[config.mk]
export PLATFORM = sky130hd
export DESIGN_NAME = alu_exec_unit_flat
export DESIGN_NICKNAME = d
export VERILOG_FILES = /design/src/rtl/alu_exec_pkg.sv /design/src/rtl/alu_exec_if.sv /design/src/rtl/alu_exec_unit_mul.sv /design/src/rtl/alu_exec_unit.sv /design/src/flat_wrapper.sv
export SDC_FILE = /design/constraint.sdc
export NUM_CORES = 1
export LEC_CHECK = 0
export ABC_AREA = 0
export CORE_MARGIN = 1
export CORE_UTILIZATION = 35
export CTS_CLUSTER_SIZE = 25
export DETAILED_ROUTE_END_ITERATION = 10
export SLEW_MARGIN = 30
export SYNTH_ARGS = -nofsm -noshare
export SYNTH_HDL_FRONTEND = slang
export SYNTH_SLANG_ARGS = --single-unit
[constraint.sdc]
create_clock -name nclk -period 2.7 [get_ports nclk]
set_input_delay 0.405 -clock nclk [delete_from_list [all_inputs] [get_ports nclk]]
set_output_delay 0.405 -clock nclk [all_outputs]
set_load 0.03 [all_outputs]
[src/rtl/alu_exec_pkg.sv]
// Shared definitions for the ALU execute/write-back unit.
//   DATA_W / RADDR_W : default register-file word width and address width
//   OP_*             : 3-bit opcodes
//   state_t          : control FSM states
//   FLAG_*           : bit positions inside the {N,C,Z} flags vector
package alu_exec_pkg;

    localparam int DATA_W  = 8;
    localparam int RADDR_W = 4;

    localparam logic [2:0] OP_ADD = 3'b000;
    localparam logic [2:0] OP_SUB = 3'b001;
    localparam logic [2:0] OP_AND = 3'b010;
    localparam logic [2:0] OP_OR  = 3'b011;
    localparam logic [2:0] OP_XOR = 3'b100;
    localparam logic [2:0] OP_SHL = 3'b101;
    localparam logic [2:0] OP_MUL = 3'b110;
    localparam logic [2:0] OP_CMP = 3'b111;

    typedef enum logic [1:0] {
        IDLE = 2'd0,
        READ = 2'd1,
        MUL  = 2'd2,
        WB   = 2'd3
    } state_t;

    localparam int FLAG_Z = 0;
    localparam int FLAG_C = 1;
    localparam int FLAG_N = 2;

endpackage

[src/rtl/alu_exec_if.sv]
// Bus between the execute unit, its command source and the 16x8 register file.
//   Command side : start, op, src_a, src_b, dst  ->  busy, done, flags
//   Regfile side : address_A/B (async read), address_D/data_in (write every
//                  falling edge), out_A/out_B (read data back)
// modport slave  : the execute unit
// modport master : command source plus register file (e.g. a testbench)
interface alu_exec_if #(
    parameter int WIDTH  = alu_exec_pkg::DATA_W,
    parameter int ADDR_W = alu_exec_pkg::RADDR_W
);
    logic              start;
    logic [2:0]        op;
    logic [ADDR_W-1:0] src_a;
    logic [ADDR_W-1:0] src_b;
    logic [ADDR_W-1:0] dst;
    logic              busy;
    logic              done;
    logic [2:0]        flags;
    logic [ADDR_W-1:0] address_A;
    logic [ADDR_W-1:0] address_B;
    logic [ADDR_W-1:0] address_D;
    logic [WIDTH-1:0]  data_in;
    logic [WIDTH-1:0]  out_A;
    logic [WIDTH-1:0]  out_B;

    modport slave (
        input  start, op, src_a, src_b, dst, out_A, out_B,
        output busy, done, flags, address_A, address_B, address_D, data_in
    );

    modport master (
        output start, op, src_a, src_b, dst, out_A, out_B,
        input  busy, done, flags, address_A, address_B, address_D, data_in
    );
endinterface

[src/rtl/alu_exec_unit_mul.sv]
// Iterative shift-add multiplier, one multiplier bit per cycle, LSB first.
//   clk, srst     : clock, synchronous active-high reset
//   load          : capture a (multiplicand) and b (multiplier), clear acc/count
//   step          : perform one add-and-shift iteration
//   product_next  : value the accumulator takes at the end of the current step
//   last_step     : high while the final (WIDTH-th) iteration is in progress
module shift_add_mul #(
    parameter int WIDTH = 8
) (
    input  logic               clk,
    input  logic               srst,
    input  logic               load,
    input  logic               step,
    input  logic [WIDTH-1:0]   a,
    input  logic [WIDTH-1:0]   b,
    output logic [2*WIDTH-1:0] product_next,
    output logic               last_step
);
    localparam int CW = $clog2(WIDTH);

    logic [2*WIDTH-1:0] acc_reg;
    logic [2*WIDTH-1:0] mcand_reg;
    logic [WIDTH-1:0]   mplier_reg;
    logic [CW-1:0]      count_reg;
    logic [2*WIDTH-1:0] acc_next;

    always_comb begin
        acc_next = acc_reg;
        if (mplier_reg[0]) begin
            acc_next = acc_reg + mcand_reg;
        end
    end

    // Exposing the next accumulator value lets the caller register the final
    // product on the same edge that completes the last iteration.
    assign product_next = acc_next;
    assign last_step    = (count_reg == CW'(WIDTH - 1));

    always_ff @(posedge clk) begin
        if (srst) begin
            acc_reg    <= '0;
            mcand_reg  <= '0;
            mplier_reg <= '0;
            count_reg  <= '0;
        end else if (load) begin
            acc_reg    <= '0;
            mcand_reg  <= {{WIDTH{1'b0}}, a};
            mplier_reg <= b;
            count_reg  <= '0;
        end else if (step) begin
            acc_reg    <= acc_next;
            mcand_reg  <= mcand_reg << 1;
            mplier_reg <= mplier_reg >> 1;
            count_reg  <= count_reg + 1'b1;
        end
    end
endmodule

[src/rtl/alu_exec_unit.sv]
// Execute/write-back stage beside a 16x8 register file.
//   nclk  : clock (all flops rising edge; the register file writes on falling edge)
//   reset : synchronous, active-high
//   bus   : command handshake (start/op/src_a/src_b/dst -> busy/done/flags)
//           and register-file ports (address_A/B/D, data_in, out_A/B)
// One command: IDLE -> READ -> [MUL x8] -> WB -> IDLE.
module alu_exec_unit
    import alu_exec_pkg::*;
#(
    parameter int WIDTH  = DATA_W,
    parameter int ADDR_W = RADDR_W
) (
    input  logic      nclk,
    input  logic      reset,
    alu_exec_if.slave bus
);
    state_t             state_reg, state_next;
    logic [2:0]         op_reg;
    logic [ADDR_W-1:0]  src_a_reg, src_b_reg, dst_reg;
    logic [WIDTH-1:0]   result_reg;
    logic [2:0]         flags_reg;

    logic [WIDTH:0]     sum_ext, diff_ext;
    logic [WIDTH-1:0]   alu_result;
    logic               alu_carry;
    logic [2:0]         alu_flags, mul_flags;
    logic [2*WIDTH-1:0] prod_next;
    logic               mul_last;
    logic               wb_write;

    shift_add_mul #(.WIDTH(WIDTH)) u_mul (
        .clk          (nclk),
        .srst         (reset),
        .load         (state_reg == READ),
        .step         (state_reg == MUL),
        .a            (bus.out_A),
        .b            (bus.out_B),
        .product_next (prod_next),
        .last_step    (mul_last)
    );

    // Single-cycle ALU working straight off the register-file read data
    // during READ.
    always_comb begin
        sum_ext    = {1'b0, bus.out_A} + {1'b0, bus.out_B};
        diff_ext   = {1'b0, bus.out_A} - {1'b0, bus.out_B};
        alu_result = '0;
        alu_carry  = 1'b0;
        case (op_reg)
            OP_ADD: begin
                alu_result = sum_ext[WIDTH-1:0];
                alu_carry  = sum_ext[WIDTH];
            end
            OP_SUB, OP_CMP: begin
                alu_result = diff_ext[WIDTH-1:0];
                alu_carry  = diff_ext[WIDTH];  // borrow: A < B
            end
            OP_AND: alu_result = bus.out_A & bus.out_B;
            OP_OR:  alu_result = bus.out_A | bus.out_B;
            OP_XOR: alu_result = bus.out_A ^ bus.out_B;
            OP_SHL: begin
                alu_result = {bus.out_A[WIDTH-2:0], 1'b0};
                alu_carry  = bus.out_A[WIDTH-1];
            end
            default: ;
        endcase
    end

    always_comb begin
        alu_flags         = '0;
        alu_flags[FLAG_Z] = (alu_result == '0);
        alu_flags[FLAG_C] = alu_carry;
        alu_flags[FLAG_N] = alu_result[WIDTH-1];
        mul_flags         = '0;
        mul_flags[FLAG_Z] = (prod_next[WIDTH-1:0] == '0);
        mul_flags[FLAG_C] = |prod_next[2*WIDTH-1:WIDTH];
        mul_flags[FLAG_N] = prod_next[WIDTH-1];
    end

    always_comb begin
        state_next = state_reg;
        case (state_reg)
            IDLE:    if (bus.start) state_next = READ;
            READ:    state_next = (op_reg == OP_MUL) ? MUL : WB;
            MUL:     if (mul_last) state_next = WB;
            WB:      state_next = IDLE;
            default: state_next = IDLE;
        endcase
    end

    always_ff @(posedge nclk) begin
        if (reset) begin
            state_reg  <= IDLE;
            op_reg     <= '0;
            src_a_reg  <= '0;
            src_b_reg  <= '0;
            dst_reg    <= '0;
            result_reg <= '0;
            flags_reg  <= '0;
        end else begin
            state_reg <= state_next;
            if (state_reg == IDLE && bus.start) begin
                op_reg    <= bus.op;
                src_a_reg <= bus.src_a;
                src_b_reg <= bus.src_b;
                dst_reg   <= bus.dst;
            end
            if (state_reg == READ && op_reg != OP_MUL) begin
                result_reg <= alu_result;
                flags_reg  <= alu_flags;
            end
            if (state_reg == MUL && mul_last) begin
                result_reg <= prod_next[WIDTH-1:0];
                flags_reg  <= mul_flags;
            end
        end
    end

    // The register file writes on every falling edge with no enable, so
    // whenever no real write is wanted the write port is pointed at read
    // port B with its own data, turning the write into a harmless refresh.
    assign wb_write      = (state_reg == WB) && (op_reg != OP_CMP);
    assign bus.address_A = (state_reg == READ) ? src_a_reg : '0;
    assign bus.address_B = (state_reg == READ) ? src_b_reg : '0;
    assign bus.address_D = wb_write ? dst_reg    : bus.address_B;
    assign bus.data_in   = wb_write ? result_reg : bus.out_B;

    assign bus.busy  = (state_reg != IDLE);
    assign bus.done  = (state_reg == WB);
    assign bus.flags = flags_reg;
endmodule

[src/flat_wrapper.sv]
// flat-port wrapper written by rule: the top's interface ports become plain ports
module alu_exec_unit_flat import alu_exec_pkg::*;
#(
    parameter int WIDTH  = DATA_W,
    parameter int ADDR_W = RADDR_W
)
  (nclk, reset, bus_start, bus_op, bus_src_a, bus_src_b, bus_dst, bus_out_A, bus_out_B, bus_busy, bus_done, bus_flags, bus_address_A, bus_address_B, bus_address_D, bus_data_in);
  alu_exec_if #(.WIDTH(WIDTH), .ADDR_W(ADDR_W)) bus_i ();
  input  logic nclk;
  input  logic reset;
  input wire logic [$bits(bus_i.start)-1:0] bus_start;
  input wire logic [$bits(bus_i.op)-1:0] bus_op;
  input wire logic [$bits(bus_i.src_a)-1:0] bus_src_a;
  input wire logic [$bits(bus_i.src_b)-1:0] bus_src_b;
  input wire logic [$bits(bus_i.dst)-1:0] bus_dst;
  input wire logic [$bits(bus_i.out_A)-1:0] bus_out_A;
  input wire logic [$bits(bus_i.out_B)-1:0] bus_out_B;
  output wire logic [$bits(bus_i.busy)-1:0] bus_busy;
  output wire logic [$bits(bus_i.done)-1:0] bus_done;
  output wire logic [$bits(bus_i.flags)-1:0] bus_flags;
  output wire logic [$bits(bus_i.address_A)-1:0] bus_address_A;
  output wire logic [$bits(bus_i.address_B)-1:0] bus_address_B;
  output wire logic [$bits(bus_i.address_D)-1:0] bus_address_D;
  output wire logic [$bits(bus_i.data_in)-1:0] bus_data_in;
  assign bus_i.start = bus_start;
  assign bus_i.op = bus_op;
  assign bus_i.src_a = bus_src_a;
  assign bus_i.src_b = bus_src_b;
  assign bus_i.dst = bus_dst;
  assign bus_i.out_A = bus_out_A;
  assign bus_i.out_B = bus_out_B;
  assign bus_busy = bus_i.busy;
  assign bus_done = bus_i.done;
  assign bus_flags = bus_i.flags;
  assign bus_address_A = bus_i.address_A;
  assign bus_address_B = bus_i.address_B;
  assign bus_address_D = bus_i.address_D;
  assign bus_data_in = bus_i.data_in;
  alu_exec_unit #(.WIDTH(WIDTH), .ADDR_W(ADDR_W)) u_core (.nclk(nclk), .reset(reset), .bus(bus_i));
endmodule
==> results of run 1 <==
## area by class of cell
cell class / instances / share of cell area
multi-input cells: 489 / 0.517
well taps: 180 / 0.0328
clock inverters: 6 / 0.0136
clock buffers: 10 / 0.0333
flip-flops and latches: 70 / 0.204
inverters: 29 / 0.0167
repair buffers: 154 / 0.183
## kinds of logic (layout without fill, tap and decap cells)
family          count (synthesis)  count (layout)  share of synthesized area
compound gates                171             171                      0.227
xor+xnor                       14              14                     0.0245
flops                          70              70                      0.280
buf+inv                        66             199                     0.0523
simple gates                  207             207                      0.191
fa+ha+maj                      50              50                      0.130
mux                            47              47                     0.0957
## worst max-delay path, delay by kind of cell
| kind | cells | cell delay, ns |
|---|---|---|
| and+or+nand+nor | 3 | 0.84 |
| AOI/OAI and AO/OA | 3 | 0.56 |
| adders and majority gates | 2 | 0.53 |
| buffers and inverters | 4 | 0.33 |
| xor gates and xnor gates | 1 | 0.13 |
| muxes | 1 | 0.13 |
## layout by cell type, fill, tap and decap left out, types with 5 or more instances in the layout
cell type,synthesis,routed
sky130_fd_sc_hd__mux2_2,5,5
sky130_fd_sc_hd__nor2b_1,8,8
sky130_fd_sc_hd__a21oi_2,1,7
sky130_fd_sc_hd__clkbuf_16,0,9
sky130_fd_sc_hd__and2_1,15,15
sky130_fd_sc_hd__clkdlybuf4s50_1,0,35
sky130_fd_sc_hd__o21ai_0,23,23
sky130_fd_sc_hd__dfxtp_1,70,70
sky130_fd_sc_hd__xnor2_1,10,9
sky130_fd_sc_hd__mux2i_1,41,41
sky130_fd_sc_hd__inv_1,29,19
sky130_fd_sc_hd__nor2_1,78,76
sky130_fd_sc_hd__a21o_1,12,12
sky130_fd_sc_hd__buf_4,1,105
sky130_fd_sc_hd__a21oi_1,55,49
sky130_fd_sc_hd__nand2_1,58,58
sky130_fd_sc_hd__ha_1,47,38
sky130_fd_sc_hd__nand3_1,9,7
sky130_fd_sc_hd__a211oi_1,33,31
sky130_fd_sc_hd__inv_2,0,8
sky130_fd_sc_hd__buf_6,1,6
sky130_fd_sc_hd__and3_1,6,5
sky130_fd_sc_hd__clkbuf_2,0,7
sky130_fd_sc_hd__nor3_1,7,7
sky130_fd_sc_hd__ha_4,0,7
sky130_fd_sc_hd__nand2b_1,8,8
## timing repair
item	CTS	global route
buffers inserted	6	10
setup endpoints to repair	7	6
hold buffers	0	0
cloned	0	0
pin swaps	15	24
resized for setup	46	49
## how the worst max path moves through the flow
stage            startpoint             endpoint  depth (start not counted)
6_report       bus_out_A[0]  u_core.bus.flags[0]                         14
5_1_grt        bus_out_B[1]  u_core.bus.flags[0]                         13
4_1_cts        bus_out_B[0]  u_core.bus.flags[0]                         13
3_5_place_dp   bus_out_B[1]  u_core.bus.flags[0]                         12
3_3_place_gp   bus_out_B[1]  u_core.bus.flags[0]                         12
2_1_floorplan  bus_out_B[2]  u_core.bus.flags[0]                          9
## metrics by stage
step	cell area, sq um	total power [mW]	utilization	hold slack, ns
CTS	6720	5.29	0.484	0.455
floorplan	5010	3.12	-	0.432
finish	6880	5.32	0.495	0.453
detailed placement	6230	3.91	0.449	0.447
global placement	6230	3.87	0.449	0.441
global route	6880	5.68	0.495	0.475
## where the power goes
part           leakage [nW]  internal [mW]  switching, mW
sequential            0.572           1.26          0.168
combinational          2.17           1.15           1.46
clock                 0.154          0.817          0.459
## per-layer routing
metal  GRT usage  share of wire  up-vias
met4      0.0718          0.019        0
met5           0              0        -
met2       0.350           0.48       81
met3      0.0258          0.025       20
met1       0.270           0.48     2300
li1            -              -     2474
==> reports/summary.md, run 1 <==
The detailed-route via count was 4875; the global placer's final weighted congestion was 0.872. In this run the horizontal extent of the chip is 121 um. Cell depth of the worst min-delay path: 2.

The run gives 13900 sq um as the area of the core region. The run gives 617 uV as the peak supply drop. Port buffering added 58 buffers. The total clock sinks is 70, and the multi-input combinational cell area is 3560 sq um. The number of top-level design ports was 59; the number of distinct standard cells referenced by the synthesized netlist was 61. The post-placement worst setup slack was -0.870 ns.

The library cell contributing the largest single delay on the critical path was sky130_fd_sc_hd__or4_4. Entering global routing, the biggest net connects 37 pins. The effective utilization at floorplan is 0.360, and the number of clock buffers inserted by TritonCTS is 9.

The wire-length estimate of the detail-placed layout is 11.4 mm. The run gives 938 as the number of non-filler instances in the completed layout. The length of the first detailed-routing pass in iterations is 4, and the share of the yosys chip area belonging to registers is 0.280. Initial antenna violation count: 0. The dominant cell type by count on the critical path is sky130_fd_sc_hd__buf_6. Traced cell by cell, the critical path runs through buf_6 > inv_4 > ha_4 > inv_2 > fa_2 > buf_6 > xnor2_2 > mux2i_1 > o211ai_1 > a21oi_2 > and3_4 > nand3_2 > or4_4 > a311oi_2.

The cell count of the worst reg-to-reg path is 11, and the instance count of the mapped netlist is 625. For the number of hold violations in the final report, the log shows 0. The tools report the clock network latency to the later pin of the worst-skew pair as 0.33 ns. The tools report the net count of the mapped netlist as 709. For this run, the post-layout net count is 837. The run finished with clean final reports. For hold timing, the worst endpoint is u_core.src_a_reg[3]. For the required time of the critical path, the log shows 2.95 ns. Across the whole layout, storage elements account for 1400 sq um. Ranked by instance count, the synthesized netlist is headed by 78 x sky130_fd_sc_hd__nor2_1, 70 x sky130_fd_sc_hd__dfxtp_1, 58 x sky130_fd_sc_hd__nand2_1. The run gives 3 as the number of H-tree branching levels.

The type of destination of the critical path was a register. Between clock sinks in the finished design, the worst skew comes to 0.00568 ns. The via count of the first global-routing pass was 4776. The end of the worst register-to-register path is u_core.bus.flags[1]. The analysis attributes to cell leakage a power of 2.90 nW.

Relative to the synthesized area, the layout overhead comes to 37.6%. The critical path data arrival time came out at 2.93 ns. The maximum clock path buffer count is 2, and the detailed-route vias per instance is 5.20. Number of enable flip-flop cells after synthesis: 0.

The count of pins over their slew limit came out at 0. The setup path with the least slack is of type primary input to register. Clock-pin slew was measured on the worst setup and hold paths at 0.06 ns. TritonCTS built the clock tree. Clock tree synthesis selected as its root buffer the cell sky130_fd_sc_hd__clkbuf_16. The layout has 1378 filler cells. The fraction of layout instances using a drive strength above 1 works out to 0.255. After detailed routing, the number of remaining DRC violations is 0.

The count of inserted antenna diode cells is 0, and the transition at the pin with the smallest max-transition slack is 0.587 ns. In the synthesized netlist the dominant register cell turns out to be sky130_fd_sc_hd__dfxtp_1. The die covers 14800 sq um.

Counting flops and latches in the post-synthesis netlist gives 70. The startpoint identified for the worst hold timing path is u_core.src_a_reg[3]. In the post-synthesis netlist, the biggest area contributors are sky130_fd_sc_hd__dfxtp_1 28%, sky130_fd_sc_hd__ha_1 12%, sky130_fd_sc_hd__mux2i_1 8.2%. The headroom to the max-slew limit was 0.609.

For this run, the number of Yosys warnings is 0. Timing would allow up to 373 MHz. The run gives 43 as the site row count.

The largest single stage delay on the critical path is 0.55 ns. Dividing the synthesized area by the synthesized cell count gives 7.99 sq um. The cell count after placement was 906; the share of the synthesized area in the top cell type was 0.280.

The most common cell in the synthesized netlist is sky130_fd_sc_hd__nor2_1. Setup repair after global routing could not meet its margin everywhere. The worst register-to-register path begins at u_core.u_mul.acc_reg[0]. The worst setup slack after layout is 0.0183 ns.

Setup violations remaining at the end of the flow were counted as 0. The run gives 5000 sq um as the area of the mapped netlist. The routed design could run at a clock period as short as 2.68 ns.

The class of the tightest hold or removal check was register to register. The share of the cycle needed by the critical path after routing is 0.993. The final layout contains routed wiring with a total length of 14.7 mm. STA classifies the critical path startpoint as a primary input. For the number of nets with antenna violations after detailed routing, the log shows 0. The height of the die came out at 121 um. Async set-reset flop share out of synthesis: 0. In the final routed layout, each cell accounts on average for 15.7 um. The initial detailed-routing violation count is 242, and the global-route usage over all layers is 0.207.

The run gives 0 ns as the setup TNS. The wire length of the first global-routing pass was 24.0 mm. Of all nets on the critical path, the largest fanout is 3.

In this run the power density over the cells is 773 nW/um^2. Global routing finished with a remaining overflow of 0. The tools report the number of maximum-capacitance violations as 0.

The synthesized design spends more area on one cell type than any other, namely sky130_fd_sc_hd__dfxtp_1. The worst register-to-register path has a setup slack of 0.13 ns.
Power figures use the tool's default switching activity.
==> run 2, diff against run 1 <==
Settings changed: CORE_UTILIZATION 35 to 30, PLACE_DENSITY from default to 0.51.
==> reports/summary.md, run 2 (same netlist as run 1, synthesis figures left out) <==
In this run the tool buffered the top-level ports with 58 buffer cells. The run gives 70 as the total clock sinks. On the critical path, the stage with the largest delay is an instance of sky130_fd_sc_hd__or4_4.

The biggest cell delay along the critical path works out to 0.54 ns. Cell depth of the worst min-delay path: 2. For hold timing, the worst endpoint is u_core.src_a_reg[0]. In this run the most critical hold path is launched from u_core.src_a_reg[0]. Routability-driven placement finished with a final weighted congestion of 0.828. The filler cell count in the final layout is 1628, and the post-CTS clock slew at the launch and capture registers of the worst setup and hold paths is 0.06 ns.

The type of destination of the critical path is a register. In this run the static leakage power is 2.91 nW. Final hold analysis gives a worst-case slack of 0.457 ns.

Clock tree synthesis inserted a total of 9 buffers. For the pin with the worst max-slew slack, the measured transition is 0.614 ns. The clock network latency to the later pin of the worst-skew pair is 0.34 ns, and the width of the chip is 131 um. STA puts the critical path data arrival time at 2.99 ns.

For the initial antenna violation count, the log shows 0. The internal reg-to-reg setup slack came out at 0.15 ns. The internal portion of the total power is 3.06 mW. The height of the die was 131 um.

The run gives 845 as the number of nets in the layout. Static timing analysis puts the maximum clock frequency at 366 MHz. The number of remaining DRC errors is 0. The tools report the number of nets with antenna violations after detailed routing as 0. The detailed-route via count came out at 4859. The logs give 1 for the count of final setup violators and 0 for the total congestion overflow after global routing. The maximum clock path buffer count was 2.

Global-route usage over all layers: 0.192. For the number of buffers inserted by hold repair at cts, the log shows 0. Entering global routing, the biggest net connects 34 pins. Max-cap violations in this run came to 0. The total chip power is 5.20 mW, and the via count of the first global-routing pass is 4975.

Proportion of power drawn by flip-flops and latches: 0.277. The clock period minus final worst setup slack works out to 2.73 ns. The number of hold violations in the final report came out at 0. The core region is 16100 sq um. Leaving out fill and tap cells, the most frequent cell in the layout is sky130_fd_sc_hd__buf_4. The run gives 15.5 mm as the total routed wirelength. The startpoint identified for the worst register-to-register timing path is u_core.u_mul.mcand_reg[0]. The final routed wire length divided by cell count was 15.8 um.

The share of the cycle needed by the critical path after routing works out to 1.01. The floorplan has 46 rows. Compared with the post-synthesis result, the final layout area differs by 40.0%.

The repair_antennas step left the layout with diodes totalling 0. The worst setup slack after layout was -0.0315 ns; the detailed-route vias per instance was 4.95. The cell count of the worst reg-to-reg path works out to 12. The checks that failed: negative setup slack. Setup repair after global routing could not meet its margin everywhere. Across the routed clock network, the largest skew measured is 0.00872 ns. The signal on the critical path passes through dlygate4sd2_1 > inv_2 > ha_4 > and3_4 > a2111o_1 > a21o_1 > a21oi_2 > mux2_4 > nand3_4 > or4_4 > a311oi_2. The clock share of power was 0.212. The top cell types in the final layout, fill and taps aside, are 113 x sky130_fd_sc_hd__buf_4, 76 x sky130_fd_sc_hd__nor2_1, 68 x sky130_fd_sc_hd__dfxtp_1, 58 x sky130_fd_sc_hd__nand2_1, 49 x sky130_fd_sc_hd__a21oi_1. In this run the number of H-tree levels came out at 3. The tools report the combinational cell fraction of total power as 0.511.

For this design the ratio of total power to cell area is 743 nW/um^2. The logs give 11.9 mm for the final HPWL from detailed placement and 0 for the count of pins over their slew limit. The tools report the length of the first detailed-routing pass in iterations as 4.

The net switching power of the design is 2.13 mW. TritonCTS built the clock tree. The run gives 17200 sq um as the area of the die.

The switching portion of total power was 0.410; the wire length of the first global-routing pass was 25.2 mm. The number of top-level design ports came out at 59. In this run, the number of DRC markers left after iteration 0 of detailed routing was 207. The fraction of layout instances using a drive strength above 1 came out at 0.266. The tools report the effective utilization at floorplan as 0.311. Of all nets on the critical path, the largest fanout is 4. In this run the critical register-to-register path is captured at u_core.bus.flags[1]. The peak supply drop came out at 516 uV.

STA classifies the critical path startpoint as a primary input. The class of the tightest hold or removal check was register to register. The type of the setup path with the least slack is primary input to register. Required time of the critical path: 2.95 ns.

For the headroom to the max-slew limit, the log shows 0.590. In this run the clock root is driven by a sky130_fd_sc_hd__clkbuf_16. The run finished, with violations left.
run 2: routing by layer:
layer	track usage	vias to the layer above	routed length, um
li1	-	2498	-
met1	0.255	2268	7420
met2	0.314	73	7240
met3	0.0304	20	501
met4	0.0710	0	338
met5	0	-	0
run 2: through the flow:
stage | std cells | instance area [sq um] | TNS, ns | util | setup slack (ns)
6_report | 982 | 6990 | -0.0315 | 0.436 | -0.0315
5_1_grt | 982 | 6990 | -0.223 | 0.436 | -0.123
4_1_cts | 973 | 6780 | 0 | 0.422 | 0.00437
3_5_place_dp | 945 | 6310 | -4.03 | 0.393 | -0.845
3_3_place_gp | 945 | 6310 | -3.83 | 0.393 | -0.797
2_1_floorplan | 625 | 5010 | -0.0728 | - | -0.0728
run 2: cell type report:
| type | count | area, sq um | area share |
|---|---|---|---|
| Timing Repair Buffer | 162 | 1340 | 0.191 |
| Clock inverter | 7 | 50.0 | 0.00716 |
| Tap cell | 216 | 270 | 0.0386 |
| Sequential cell | 70 | 1400 | 0.201 |
| Inverter | 29 | 113 | 0.0161 |
| Clock buffer | 9 | 225 | 0.0322 |
| Multi-Input combinational cell | 489 | 3600 | 0.514 |
run 2: how the worst max path moves through the flow:
stage | from | end | slack (ns) | depth (start not counted)
after global placement | bus_out_B[1] | u_core.bus.flags[0] | -0.80 | 11
after floorplan | bus_out_B[2] | u_core.bus.flags[0] | -0.07 | 9
after detailed placement | bus_out_B[1] | u_core.bus.flags[0] | -0.84 | 11
after global routing | bus_out_B[0] | u_core.bus.flags[0] | -0.12 | 14
after CTS | bus_out_A[0] | u_core.result_reg[1] | 0.004 | 19
final | bus_out_B[3] | u_core.bus.flags[0] | -0.03 | 11
run 2: power by group through the flow:
stage / sequential (mW) / clock, mW / combinational [mW]
5_1_grt: 1.47 / 1.17 / 2.95
3_3_place_gp: 1.45 / 0 / 2.46
2_1_floorplan: 1.41 / 0 / 1.72
3_5_place_dp: 1.46 / 0 / 2.48
4_1_cts: 1.44 / 1.13 / 2.59
6_report: 1.44 / 1.10 / 2.66
run 2: repair_timing:
item / CTS / global route
buffers inserted: 12 / 9
resized for setup: 47 / 49
setup endpoints to repair: 4 / 8
pin swaps: 17 / 32
run 2: worst max-delay path, delay by kind of cell:
kind	cells	cell delay (ns)
adders and majority gates	1	0.21
and+or+nand+nor	3	0.79
muxes	1	0.19
buffers and inverters	2	0.33
AOI/OAI and AO/OA	4	1.07
==> run 3, diff against run 2 <==
Settings changed: CTS_BUF_LIST from default to sky130_fd_sc_hd__clkbuf_16.
==> results of run 3 <==
Final layout, timing and power as in run 2 (identical DEF).
